==> src/rtl/evm_pkg.sv <==
// Shared types and helpers for the multi-candidate voting FSM.
package evm_pkg;

   localparam int ST_W = 3;

   typedef enum logic [ST_W-1:0] {
      S_IDLE,
      S_READY,
      S_SELECTED,
      S_CONFIRM,
      S_COMMIT,
      S_LOCKED,
      S_CLOSED
   } state_t;

   function automatic logic [31:0] sat_inc(
      input logic [31:0] v,
      input logic [31:0] vmax
   );
      return (v >= vmax) ? vmax : v + 32'd1;
   endfunction

endpackage

==> src/rtl/evm_edge_det.sv <==
// Registered rising-edge detector, one pulse per low-to-high level change.
module evm_edge_det #(
   parameter int W = 1
) (
   input  logic         clk,
   input  logic         rst_n,
   input  logic [W-1:0] i_lvl,
   output logic [W-1:0] o_rise
);

   logic [W-1:0] r_d;
   logic [W-1:0] r_rise;

   always_ff @(posedge clk or negedge rst_n) begin
      if (!rst_n) begin
         r_d    <= '0;
         r_rise <= '0;
      end else begin
         r_d    <= i_lvl;
         r_rise <= i_lvl & ~r_d;
      end
   end

   assign o_rise = r_rise;

endmodule

==> src/rtl/evm_fsm_multi.sv <==
// N-candidate voting FSM with two-step confirm, timeout and deferred close.
module evm_fsm_multi
   import evm_pkg::*;
#(
   parameter int NUM_CAND    = 4,
   parameter int CAND_W      = $clog2(NUM_CAND),
   parameter int CNT_W       = 8,
   parameter int TIMEOUT_CYC = 1000,
   parameter int LOCK_CYC    = 4
) (
   input  logic                      clk,
   input  logic                      reset,
   input  logic                      start,
   input  logic                      close,
   input  logic [CAND_W-1:0]         vote,
   input  logic                      select,
   input  logic                      confirm,
   input  logic                      cancel,
   input  logic [CAND_W-1:0]         rd_idx,
   output logic                      ready,
   output logic                      locked,
   output logic                      closed,
   output logic [NUM_CAND-1:0]       led_state,
   output logic [NUM_CAND*CNT_W-1:0] counts,
   output logic [CNT_W+CAND_W-1:0]   total,
   output logic [CNT_W-1:0]          rd_count,
   output logic                      err,
   output logic                      timeout
);

   localparam int TMR_W = $clog2(TIMEOUT_CYC + 1);
   localparam int LK_W  = $clog2(LOCK_CYC + 1);
   localparam logic [CNT_W-1:0] CNT_MAX = '1;

   logic [4:0] w_rise;
   logic       w_start, w_close, w_sel, w_cfm, w_can;

   evm_edge_det #(.W(5)) u_edge (
      .clk    (clk),
      .rst_n  (reset),
      .i_lvl  ({cancel, confirm, select, close, start}),
      .o_rise (w_rise)
   );

   assign {w_can, w_cfm, w_sel, w_close, w_start} = w_rise;

   state_t               r_st, w_nxt;
   logic [TMR_W-1:0]     r_tmr;
   logic [LK_W-1:0]      r_lk;
   logic [CAND_W-1:0]    r_lat;
   logic                 r_pend;
   logic [CNT_W-1:0]     r_cnt [NUM_CAND];
   logic [CNT_W+CAND_W-1:0] r_tot;
   logic                 r_ready, r_locked, r_closed;
   logic                 r_err, r_to;
   logic [NUM_CAND-1:0]  r_led;

   logic                 w_vok, w_tmo, w_lk_done, w_sat;
   logic                 w_tmr_clr, w_tmr_inc, w_latch;
   logic                 w_err, w_to, w_inc, w_pend_set;
   logic [CAND_W-1:0]    w_lat_nxt;

   assign w_vok     = int'(vote) < NUM_CAND;
   assign w_tmo     = r_tmr == TMR_W'(TIMEOUT_CYC - 1);
   assign w_lk_done = r_lk == LK_W'(LOCK_CYC - 1);
   assign w_sat     = r_cnt[r_lat] == CNT_MAX;
   assign w_lat_nxt = w_latch ? vote : r_lat;

   always_comb begin
      w_nxt     = r_st;
      w_tmr_clr = 1'b0;
      w_tmr_inc = 1'b0;
      w_latch   = 1'b0;
      w_err     = 1'b0;
      w_to      = 1'b0;
      w_inc     = 1'b0;
      unique case (r_st)
         S_IDLE: begin
            if (w_start) w_nxt = S_READY;
         end
         S_READY: begin
            if (w_close || r_pend) begin
               w_nxt = S_CLOSED;
            end else if (w_sel && w_vok) begin
               w_nxt     = S_SELECTED;
               w_latch   = 1'b1;
               w_tmr_clr = 1'b1;
            end else begin
               w_err = w_sel;
            end
         end
         S_SELECTED: begin
            if (w_can) begin
               w_nxt = S_READY;
            end else if (w_tmo) begin
               w_nxt = S_READY;
               w_to  = 1'b1;
            end else if (w_cfm) begin
               w_nxt     = S_CONFIRM;
               w_tmr_clr = 1'b1;
            end else if (w_sel && w_vok) begin
               w_latch   = 1'b1;
               w_tmr_clr = 1'b1;
            end else begin
               w_err     = w_sel;
               w_tmr_inc = 1'b1;
            end
         end
         S_CONFIRM: begin
            if (w_can) begin
               w_nxt = S_READY;
            end else if (w_tmo) begin
               w_nxt = S_READY;
               w_to  = 1'b1;
            end else if (w_cfm) begin
               w_nxt = S_COMMIT;
            end else begin
               w_tmr_inc = 1'b1;
            end
         end
         S_COMMIT: begin
            w_inc = 1'b1;
            w_nxt = S_LOCKED;
         end
         S_LOCKED: begin
            if (w_lk_done) w_nxt = S_READY;
         end
         S_CLOSED: w_nxt = S_CLOSED;
         default:  w_nxt = S_IDLE;
      endcase
   end

   // Close arriving mid-vote waits until the FSM is back in READY.
   assign w_pend_set = w_close &&
      (r_st == S_SELECTED || r_st == S_CONFIRM ||
       r_st == S_COMMIT   || r_st == S_LOCKED);

   always_ff @(posedge clk or negedge reset) begin
      if (!reset) begin
         r_st     <= S_IDLE;
         r_tmr    <= '0;
         r_lk     <= '0;
         r_lat    <= '0;
         r_pend   <= 1'b0;
         r_tot    <= '0;
         r_ready  <= 1'b0;
         r_locked <= 1'b0;
         r_closed <= 1'b0;
         r_err    <= 1'b0;
         r_to     <= 1'b0;
         r_led    <= '0;
         for (int i = 0; i < NUM_CAND; i++) r_cnt[i] <= '0;
      end else begin
         r_st  <= w_nxt;
         r_lat <= w_lat_nxt;
         if (w_tmr_clr)      r_tmr <= '0;
         else if (w_tmr_inc) r_tmr <= r_tmr + TMR_W'(1);
         if (r_st == S_LOCKED) r_lk <= r_lk + LK_W'(1);
         else                  r_lk <= '0;
         if (w_pend_set) r_pend <= 1'b1;
         if (w_inc && !w_sat) begin
            r_cnt[r_lat] <= CNT_W'(sat_inc(32'(r_cnt[r_lat]), 32'(CNT_MAX)));
            r_tot        <= r_tot + (CNT_W+CAND_W)'(1);
         end
         r_ready  <= w_nxt == S_READY;
         r_locked <= w_nxt == S_LOCKED;
         r_closed <= w_nxt == S_CLOSED;
         r_err    <= w_err;
         r_to     <= w_to;
         if (w_nxt == S_SELECTED || w_nxt == S_CONFIRM)
            r_led <= NUM_CAND'(1) << w_lat_nxt;
         else
            r_led <= '0;
      end
   end

   for (genvar g = 0; g < NUM_CAND; g++) begin : g_cnt
      assign counts[g*CNT_W +: CNT_W] = r_cnt[g];
   end

   assign ready     = r_ready;
   assign locked    = r_locked;
   assign closed    = r_closed;
   assign led_state = r_led;
   assign total     = r_tot;
   assign err       = r_err;
   assign timeout   = r_to;
   assign rd_count  = (r_closed && int'(rd_idx) < NUM_CAND) ?
                      r_cnt[rd_idx] : '0;

endmodule

==> config.mk <==
export PLATFORM = sky130hd
export DESIGN_NAME = evm_fsm_multi
export DESIGN_NICKNAME = d
export VERILOG_FILES = /design/src/rtl/evm_pkg.sv /design/src/rtl/evm_edge_det.sv /design/src/rtl/evm_fsm_multi.sv
export SDC_FILE = /design/constraint.sdc
export NUM_CORES = 1
export LEC_CHECK = 0
export ABC_CLOCK_PERIOD_IN_PS = 6670
export CORE_MARGIN = 10
export CORE_UTILIZATION = 57
export CTS_BUF_LIST = sky130_fd_sc_hd__clkbuf_8 sky130_fd_sc_hd__clkbuf_16
export DETAILED_ROUTE_END_ITERATION = 8
export GPL_ROUTABILITY_DRIVEN = 0
export HOLD_SLACK_MARGIN = 0.02
export PLACE_DENSITY = 0.84
export SETUP_SLACK_MARGIN = 0.4
export SYNTH_ARGS = -nofsm -noshare
export SYNTH_HDL_FRONTEND = slang
export SYNTH_HIERARCHICAL = 1
export SYNTH_SLANG_ARGS = --single-unit
==> constraint.sdc <==
create_clock -name clk -period 6.67 [get_ports clk]
set_input_delay 2.001 -clock clk [delete_from_list [all_inputs] [get_ports clk]]
set_output_delay 2.001 -clock clk [all_outputs]
set_load 0.01 [all_outputs]
==> flow_summary.yaml, run 1 <==
timing:
  min_period_over_period: 0.907
  relSlewSlack: 0.303
  totalNegativeSetupSlack_ns: 0
  tightest_slew_ns: 1.03
  finalClockSkew_ns: 0.00865
  setup_viol: 0
  hold_viol_final: 0
  min_period_ns: 6.05
  rsz0062_at_grt: "no"
  maxSlewViolCount: 0
  fmax_ghz: 0.165
synth:
  synth.distinct_cells: 57
  seq_area_frac_synth: 0.480
  synth_ff_type: "dfrtp_1"
  synth_top_cell_area_share: 0.480
  synthCells: 339
  synth_fp_nets: 355
  ys_async_sr_fraction: 1.00
  synth_commonest_cells: "79 x dfrtp_1, 30 x nand2_1, 23 x nor2_1"
  synth_edf_count: 0
  synth_largest_area_cell: "dfrtp_1"
  synth.cell_area_um2: 4120
  syn_area_per_cell_um2: 12.1
  ys_ff_latch: 79
  ys_warn_count: 6
  synthTopCellsByArea: "dfrtp_1 48%, mux4_2 7.1%, mux2_2 3.8%"
  synth.most_common_cell: "dfrtp_1"
drt:
  drt-total-wl_mm: 8.99
  firstDrtPassIters: 4
  ant_nets: 0
  drt_first_iter_violations: 124
  vias: 2906
  avgRoutedWirePerCell_um: 17.9
  routed_via_density: 5.79
  drcViolationCount: 0
clock_tree:
  root_buffer: "clkbuf_8"
  cts_tree: "done"
  htreeDepth: 3
  cts_buffers: 9
  cts_setup_buffers: 0
  cts_resized: 0
  cts_hold_buffers: 0
  clkSlewWorstSetupHoldPaths_ns: 0.08
  clock_path_buffers: 2
  clock_sinks: 79
  clock_latency_ns: 0.35
finish:
  fillers: 522
  antenna_cells: 0
  fin_nets: 417
  final_util: 0.726
  layout-drive-gt1-share: 0.175
  area_delta_synth_final_pct: 21.8
setup_path:
  critical_path_arrival_ns: 4.05
  startpoint_type: "input pin"
  rr_worst_depth: 5
  critPathKind: "input pin to primary output"
  cp-end-kind: "primary output"
  cp.required_ns: 4.67
  cp_max_fo: 8
power:
  seqPwrFrac: 0.415
  p_leak_nw: 2.11
  p_int_w: 0.00112
  p_sw_w: 0.000585
  p_per_area_nw_per_um2: 340
  comb_power_share: 0.349
  clockPowerShare: 0.236
  ir_drop_mv: 0.185
  switching_share: 0.343
  total_power_w: 0.00171
die:
  dieHeight_um: 105
  die_area_um2: 11000
  die_w_um: 105
  start_util: 0.596
  core-area_um2: 6910
  rows: 30
  ios: 70
grt:
  grtUsageTotal: 0.163
  grt_pass1_vias: 2994
  grt_overflow: 0
  grt_max_degree: 80
  grt_pass1_wl_mm: 14.8
  antenna_found_initial: 0
place:
  portBuffers: 68
  hpwl_mm: 6.38
status:
  status: "completed"
hold_path:
  holdPathStages: 1
  worstHoldPathType: "register to register"
flow_run:
  cap_violations: 0
-- state kept, by name, indices dropped and copies added (netlist names) --
register and flops:
locked 1, r_lat 2, u_edge/r_d 5, r_pend 1, led_state 4, counts 32, ready 1, closed 1
total 10, r_tmr 10, r_st 3, u_edge/o_rise 5, timeout 1, r_lk 3
-- layer usage --
layer	up-vias	wire [µm]	GRT usage
li1	1347	-	-
met1	1479	3940	0.201
met2	69	4450	0.267
met3	11	478	0.0412
met4	0	119	0.0637
met5	-	0	0
-- power groups by stage --
| stage | Combinational [W] | Sequential, W | Clock (W) |
|---|---|---|---|
| 3_3_place_gp | 0.000580 | 0.000708 | 0 |
| 3_5_place_dp | 0.000596 | 0.000717 | 0 |
| 2_1_floorplan | 0.000406 | 0.000681 | 0 |
| 4_1_cts | 0.000603 | 0.000708 | 0.000405 |
| 5_1_grt | 0.000653 | 0.000726 | 0.000427 |
| 6_report | 0.000596 | 0.000708 | 0.000403 |
-- stage by stage --
| step | hold slack (ns) | cells | setup WS (ns) | instance area [µm²] |
|---|---|---|---|---|
| global route | 0.456 | 502 | 0.468 | 5010 |
| global placement | 0.422 | 486 | 0.631 | 4780 |
| floorplan | 0.409 | 339 | 1.51 | 4120 |
| finish | 0.442 | 502 | 0.622 | 5010 |
| detailed placement | 0.432 | 486 | 0.580 | 4780 |
| CTS | 0.442 | 502 | 0.581 | 5010 |
-- critical path: stages --
cell and delay [ns]:
clkdlybuf4s50_1 0.83, mux4_2 0.57, and2_1 0.17, clkdlybuf4s50_1 0.47
-- logic make-up (layout without fill, tap and decap cells) --
group / count (synthesis) / in the layout / synth area share
buffers and inverters: 26 / 93 / 0.0404
other: 1 / 1 / 0.000911
and+or+nand+nor: 119 / 119 / 0.163
adders and majority gates: 5 / 5 / 0.0152
AOI/OAI and AO/OA: 49 / 49 / 0.0945
xor gates and xnor gates: 17 / 17 / 0.0362
muxes: 43 / 43 / 0.170
DFF: 79 / 79 / 0.480
-- final timing paths --
kind | startpoint | to | slack, ns
hold / removal | u_edge/r_d[4] | u_edge/o_rise[4] | 0.44
hold reg to reg | u_edge/r_d[4] | u_edge/o_rise[4] | 0.44
max in group asynchronous | reset | r_tmr[7] | 4.23
min in group asynchronous | reset | counts[3] | 1.80
setup / recovery | rd_idx[0] | rd_count[1] | 0.62
setup reg to reg | r_lat[0] | counts[8] | 3.78
-- placed cells by master (no fill, tap or decap), types with 3 or more instances in the layout --
master / synthesis / layout
nor3_1: 3 / 3
nor2b_4: 5 / 5
nor2b_1: 7 / 7
o21ai_0: 22 / 22
mux2_2: 14 / 14
nand4_1: 7 / 7
and3_1: 5 / 5
o211ai_2: 3 / 3
and2_1: 11 / 11
mux2i_1: 5 / 5
mux4_1: 3 / 3
clkbuf_8: 0 / 11
nand2_1: 30 / 30
nor2_1: 23 / 23
ha_1: 5 / 5
a21oi_1: 5 / 5
xor2_1: 3 / 3
mux4_2: 13 / 13
dfrtp_1: 79 / 79
mux2_4: 8 / 8
xnor2_1: 14 / 14
inv_1: 9 / 9
nand3_1: 9 / 9
nor4_1: 6 / 6
clkdlybuf4s50_1: 0 / 67
-- layout make-up --
type | instances | area [µm²] | area share
repair buffers | 68 | 678 | 0.135
multi-input cells | 234 | 1970 | 0.394
inverters | 9 | 33.8 | 0.00674
flip-flops and latches | 79 | 1980 | 0.394
clock buffers | 11 | 151 | 0.0302
well taps | 96 | 120 | 0.0240
clock inverters | 5 | 80.1 | 0.0160
Note: power is estimated with default switching activity, not from simulation.
==> run 2: changes to the inputs <==
- SKIP_CTS_REPAIR_TIMING: unset -> 1
- SLEW_MARGIN: unset -> 25
==> flow_summary.yaml, run 2 (synthesis results as in run 1) <==
setup_path:
  cp-end-kind: "primary output"
  startpoint_type: "input pin"
  critPathKind: "input pin to primary output"
  worstPathCellList: "clkdlybuf4s50_1 > mux4_2 > and2_1 > clkdlybuf4s50_1"
  cp_max_fo: 8
  crit_top_cell: "clkdlybuf4s50_1"
  critPathMaxStageDelay_ns: 0.83
  slowest_stage: "clkdlybuf4s50_1"
  cp.required_ns: 4.67
  critical_path_arrival_ns: 4.05
place:
  hpwl_mm: 6.38
  dp_slack_ns: 0.580
  portBuffers: 68
die:
  core-area_um2: 6910
  dieHeight_um: 105
  start_util: 0.596
  die_area_um2: 11000
  die_w_um: 105
  ios: 70
  rows: 30
drt:
  drt_first_iter_violations: 118
  routed_via_density: 5.80
  vias: 2914
  met3_length_um: 489
  ant_nets: 0
  wirelength_met1_mm: 3.95
  drcViolationCount: 0
  avgRoutedWirePerCell_um: 17.9
  drt-total-wl_mm: 9.00
  top_layer_used: "met4"
  firstDrtPassIters: 4
  met2_length_mm: 4.44
grt:
  grt_pass1_wl_mm: 14.8
  antenna_found_initial: 0
  grt_pass1_vias: 2994
  grtUsageTotal: 0.163
  grt_max_degree: 80
  grt_overflow: 0
finish:
  layout-drive-gt1-share: 0.175
  ff_latch_area_um2: 1980
  fillers: 522
  largest_register_ffs: 32
  multiInputGateArea_um2: 1970
  mostFrequentLayoutCells: "79 x dfrtp_1, 67 x clkdlybuf4s50_1, 30 x nand2_1"
  fin_nets: 417
  area_delta_synth_final_pct: 21.9
  final_util: 0.727
  layout_commonest_cell: "dfrtp_1"
  antenna_cells: 0
clock_tree:
  clock_sinks: 79
  clock_path_buffers: 2
  htreeDepth: 3
  clock_latency_ns: 0.35
  cts_buffers: 9
  cts_tree: "done"
  clkSlewWorstSetupHoldPaths_ns: 0.08
  root_buffer: "clkbuf_8"
power:
  total_power_w: 0.00171
  ir_drop_mv: 0.185
  p_per_area_nw_per_um2: 340
  p_leak_nw: 2.11
flow_run:
  cap_violations: 0
timing:
  rsz0062_at_grt: "no"
  fin_ws_ns: 0.622
  finalClockSkew_ns: 0.00855
  fmax_ghz: 0.165
  maxSlewViolCount: 0
  tightest_slew_ns: 0.912
  min_period_over_period: 0.907
  totalNegativeSetupSlack_ns: 0
  hold_viol_final: 0
  holdWs_ns: 0.442
  relSlewSlack: 0.385
  min_period_ns: 6.05
  setup_viol: 0
hold_path:
  worstHoldPathType: "register to register"
status:
  status: "completed"
==> run 2: cell counts in the layout (fill, tap and decap cells not counted) <==
Identical to the previous run, type by type.
==> run 2: area by class of cell <==
cell class / count / share of cell area
sequential: 79 / 0.394
clock buffer: 11 / 0.0302
clock inverter: 5 / 0.0160
tap: 96 / 0.0239
inverter: 9 / 0.00673
multi-input combinational: 234 / 0.393
timing repair buffer: 68 / 0.136
==> run 2: worst max-delay path, delay by kind of cell <==
family / cells / cell delay [ns]
buffers and inverters: 2 / 1.30
multiplexers: 1 / 0.57
AND/OR/NAND/NOR: 1 / 0.17
==> run 2: final timing paths <==
kind,endpoint,start,depth (start not counted),slack (ns)
min reg2reg,u_edge/o_rise[4],u_edge/r_d[4],1,0.44
min in group asynchronous,counts[3],reset,1,1.67
max,rd_count[1],rd_idx[0],4,0.62
max in group asynchronous,r_tmr[7],reset,1,4.50
min,u_edge/o_rise[4],u_edge/r_d[4],1,0.44
max reg2reg,counts[8],r_lat[0],5,3.78
==> run 2: layer usage <==
layer | track usage | up-vias
li1 | - | 1346
met1 | 0.201 | 1485
met2 | 0.267 | 72
met3 | 0.0412 | 11
met4 | 0.0637 | 0
met5 | 0 | -
==> run 2: metrics by stage <==
| step | area, µm² | std cells |
|---|---|---|
| final | 5020 | 502 |
| after global routing | 5020 | 502 |
| after CTS | 5010 | 502 |
| after detailed placement | 4780 | 486 |
| after global placement | 4780 | 486 |
| after floorplan | 4120 | 339 |
==> run 2: where the power goes <==
part           total, W  switching [W]  internal (W)
sequential     0.000708       0.000133      0.000575
combinational  0.000597       0.000280      0.000317
clock          0.000403       0.000172      0.000230
==> run 3: changes to the inputs <==
- CORE_MARGIN: 10 -> 2
- REMOVE_ABC_BUFFERS: unset -> 1
- SYNTH_HIERARCHICAL: 1 -> unset
==> flow_summary.yaml, run 3 <==
synth:
  synth_commonest_cells: "79 x dfrtp_1, 25 x mux2_1, 22 x nor2_1"
  ys_async_sr_fraction: 1.00
  ys_ff_latch: 79
  ys_warn_count: 0
  synth_mux_area_frac: 0.215
  synth.most_common_cell: "dfrtp_1"
  synthAdderAreaFrac: 0.0186
  synth.distinct_cells: 51
  synth_top_family_by_area: "multiplexers"
  synth-simple-area-share: 0.154
  synth_top_cell_area_share: 0.489
  synth.cell_area_um2: 4040
  synthXorXnorAreaFrac: 0.0390
  synth_ff_type: "dfrtp_1"
  synthTopCellsByArea: "dfrtp_1 49%, mux4_2 7.2%, mux2_1 7.0%"
  seq_area_frac_synth: 0.489
  syn_area_per_cell_um2: 12.6
  synthCells: 321
  synth_largest_area_cell: "dfrtp_1"
  synth_edf_count: 0
  synth-compound-area-share: 0.0567
hold_path:
  worstHoldPathType: "register to register"
  min_from: "u_edge.r_d[2]"
clock_tree:
  cts_tree: "done"
  clkSlewWorstSetupHoldPaths_ns: 0.08
  htreeDepth: 3
  clock_latency_ns: 0.36
  root_buffer: "clkbuf_8"
  clock_sinks: 79
  cts_buffers: 9
  clock_path_buffers: 2
power:
  total_power_w: 0.00165
  p_int_w: 0.00106
  clockPowerShare: 0.221
  p_per_area_nw_per_um2: 332
  seqPwrFrac: 0.426
  ir_drop_mv: 0.218
  p_sw_w: 0.000588
  switching_share: 0.356
  comb_power_share: 0.353
  p_leak_nw: 2.22
finish:
  largest_register_ffs: 32
  fin_nets: 404
  layout_commonest_cell: "dfrtp_1"
  final_area_um2: 4970
  area_delta_synth_final_pct: 23.1
  antenna_cells: 0
  layout-drive-gt1-share: 0.133
  mostFrequentLayoutCells: "79 x dfrtp_1, 67 x clkdlybuf4s50_1, 25 x mux2_1"
  final_util: 0.728
grt:
  grt_pass1_wl_mm: 13.7
  grt_overflow: 0
  grtUsageTotal: 0.233
  antenna_found_initial: 0
  grt_pass1_vias: 2745
  grt_max_degree: 80
place:
  placed_area_um2: 4760
  portBuffers: 68
  hpwl_mm: 5.83
  dp_slack_ns: 0.551
die:
  die_area_um2: 7770
  start_util: 0.591
  rows: 30
  ios: 70
  die_w_um: 88.2
  dieHeight_um: 88.2
  core-area_um2: 6830
drt:
  routed_via_density: 5.66
  vias: 2761
  avgRoutedWirePerCell_um: 17.0
  drt_first_iter_violations: 189
  drcViolationCount: 0
  drt-total-wl_mm: 8.29
  ant_nets: 0
  firstDrtPassIters: 4
setup_path:
  cp.required_ns: 4.67
  crit_start: "rd_idx[0]"
  cp-end-kind: "primary output"
  critical_path_arrival_ns: 4.07
  critPathMaxStageDelay_ns: 0.84
  reg2reg_from: "r_lat[0]"
  startpoint_type: "input pin"
  cp_max_fo: 8
  critPathKind: "input pin to primary output"
  crit_top_cell: "clkdlybuf4s50_1"
  slowest_stage: "clkdlybuf4s50_1"
  r2r_setup_slack_ns: 3.22
  worstPathCellList: "clkdlybuf4s50_1 > mux4_2 > and2_1 > clkdlybuf4s50_1"
timing:
  finalClockSkew_ns: 0.00626
  maxSlewViolCount: 0
  rsz0062_at_grt: "no"
  tightest_slew_ns: 0.895
  fin_ws_ns: 0.601
  hold_viol_final: 0
  fmax_ghz: 0.165
  min_period_ns: 6.07
  min_period_over_period: 0.910
  setup_viol: 0
  totalNegativeSetupSlack_ns: 0
  relSlewSlack: 0.397
flow_run:
  cap_violations: 0
status:
  status: "completed"
-- run 3: changes by cell type in the layout (fill, tap and decap cells not counted), moves of 4 or more --
cell and change:
nand2_1 -13, xor2_1 +4, and4_1 +4, mux2_1 +25
nor4_1 -6, o21ai_0 -18, mux2_2 -11, nor2b_4 -5
-- run 3: critical path: cells and delay by family --
family / cells / cell delay [ns]
multiplexers: 1 / 0.58
buffers and inverters: 2 / 1.31
AND/OR/NAND/NOR: 1 / 0.17
-- run 3: worst paths after layout --
path,end,cells after the start
worst max-delay path,rd_count[3],4
worst min-delay path,u_edge.o_rise[2],1
worst max register to register,counts[26],7
worst min register to register,u_edge.o_rise[2],1
max in group asynchronous,counts[19],1
min in group asynchronous,counts[5],1
-- run 3: routing by layer --
layer	global-route usage	routed length, µm	vias to the layer above
met2	0.354	4180	77
met3	0.0528	407	15
met4	0.0895	165	0
met1	0.328	3540	1374
met5	0	0	-
li1	-	-	1295
-- run 3: power by group through the flow --
stage	clock network [W]	logic, W	registers, W
global route	0.000394	0.000643	0.000719
finish	0.000366	0.000584	0.000703
global placement	0	0.000570	0.000706
CTS	0.000374	0.000588	0.000703
floorplan	0	0.000336	0.000703
detailed placement	0	0.000586	0.000711
-- run 3: layout make-up --
class | instances | area [µm²]
timing repair buffer | 68 | 682
multi-input combinational | 221 | 1960
tap | 96 | 120
fill | 477 | 1860
clock buffer | 10 | 138
clock inverter | 6 | 67.6
inverter | 8 | 30.0
sequential | 79 | 1980
-- run 3: kinds of logic after synthesis --
kind of cell / Yosys count
AO/OA/AOI/OAI: 30
AND/OR/NAND/NOR: 108
multiplexers: 58
flip-flops: 79
other: 1
adder cells (fa/ha/maj): 6
XOR/XNOR: 18
buffers and inverters: 21
-- run 3: through the flow --
step                      instances  hold slack [ns]
after floorplan                 308            0.378
after global placement          472            0.381
after detailed placement        472            0.386
after CTS                       488            0.398
after global routing            488            0.411
final                           488            0.396
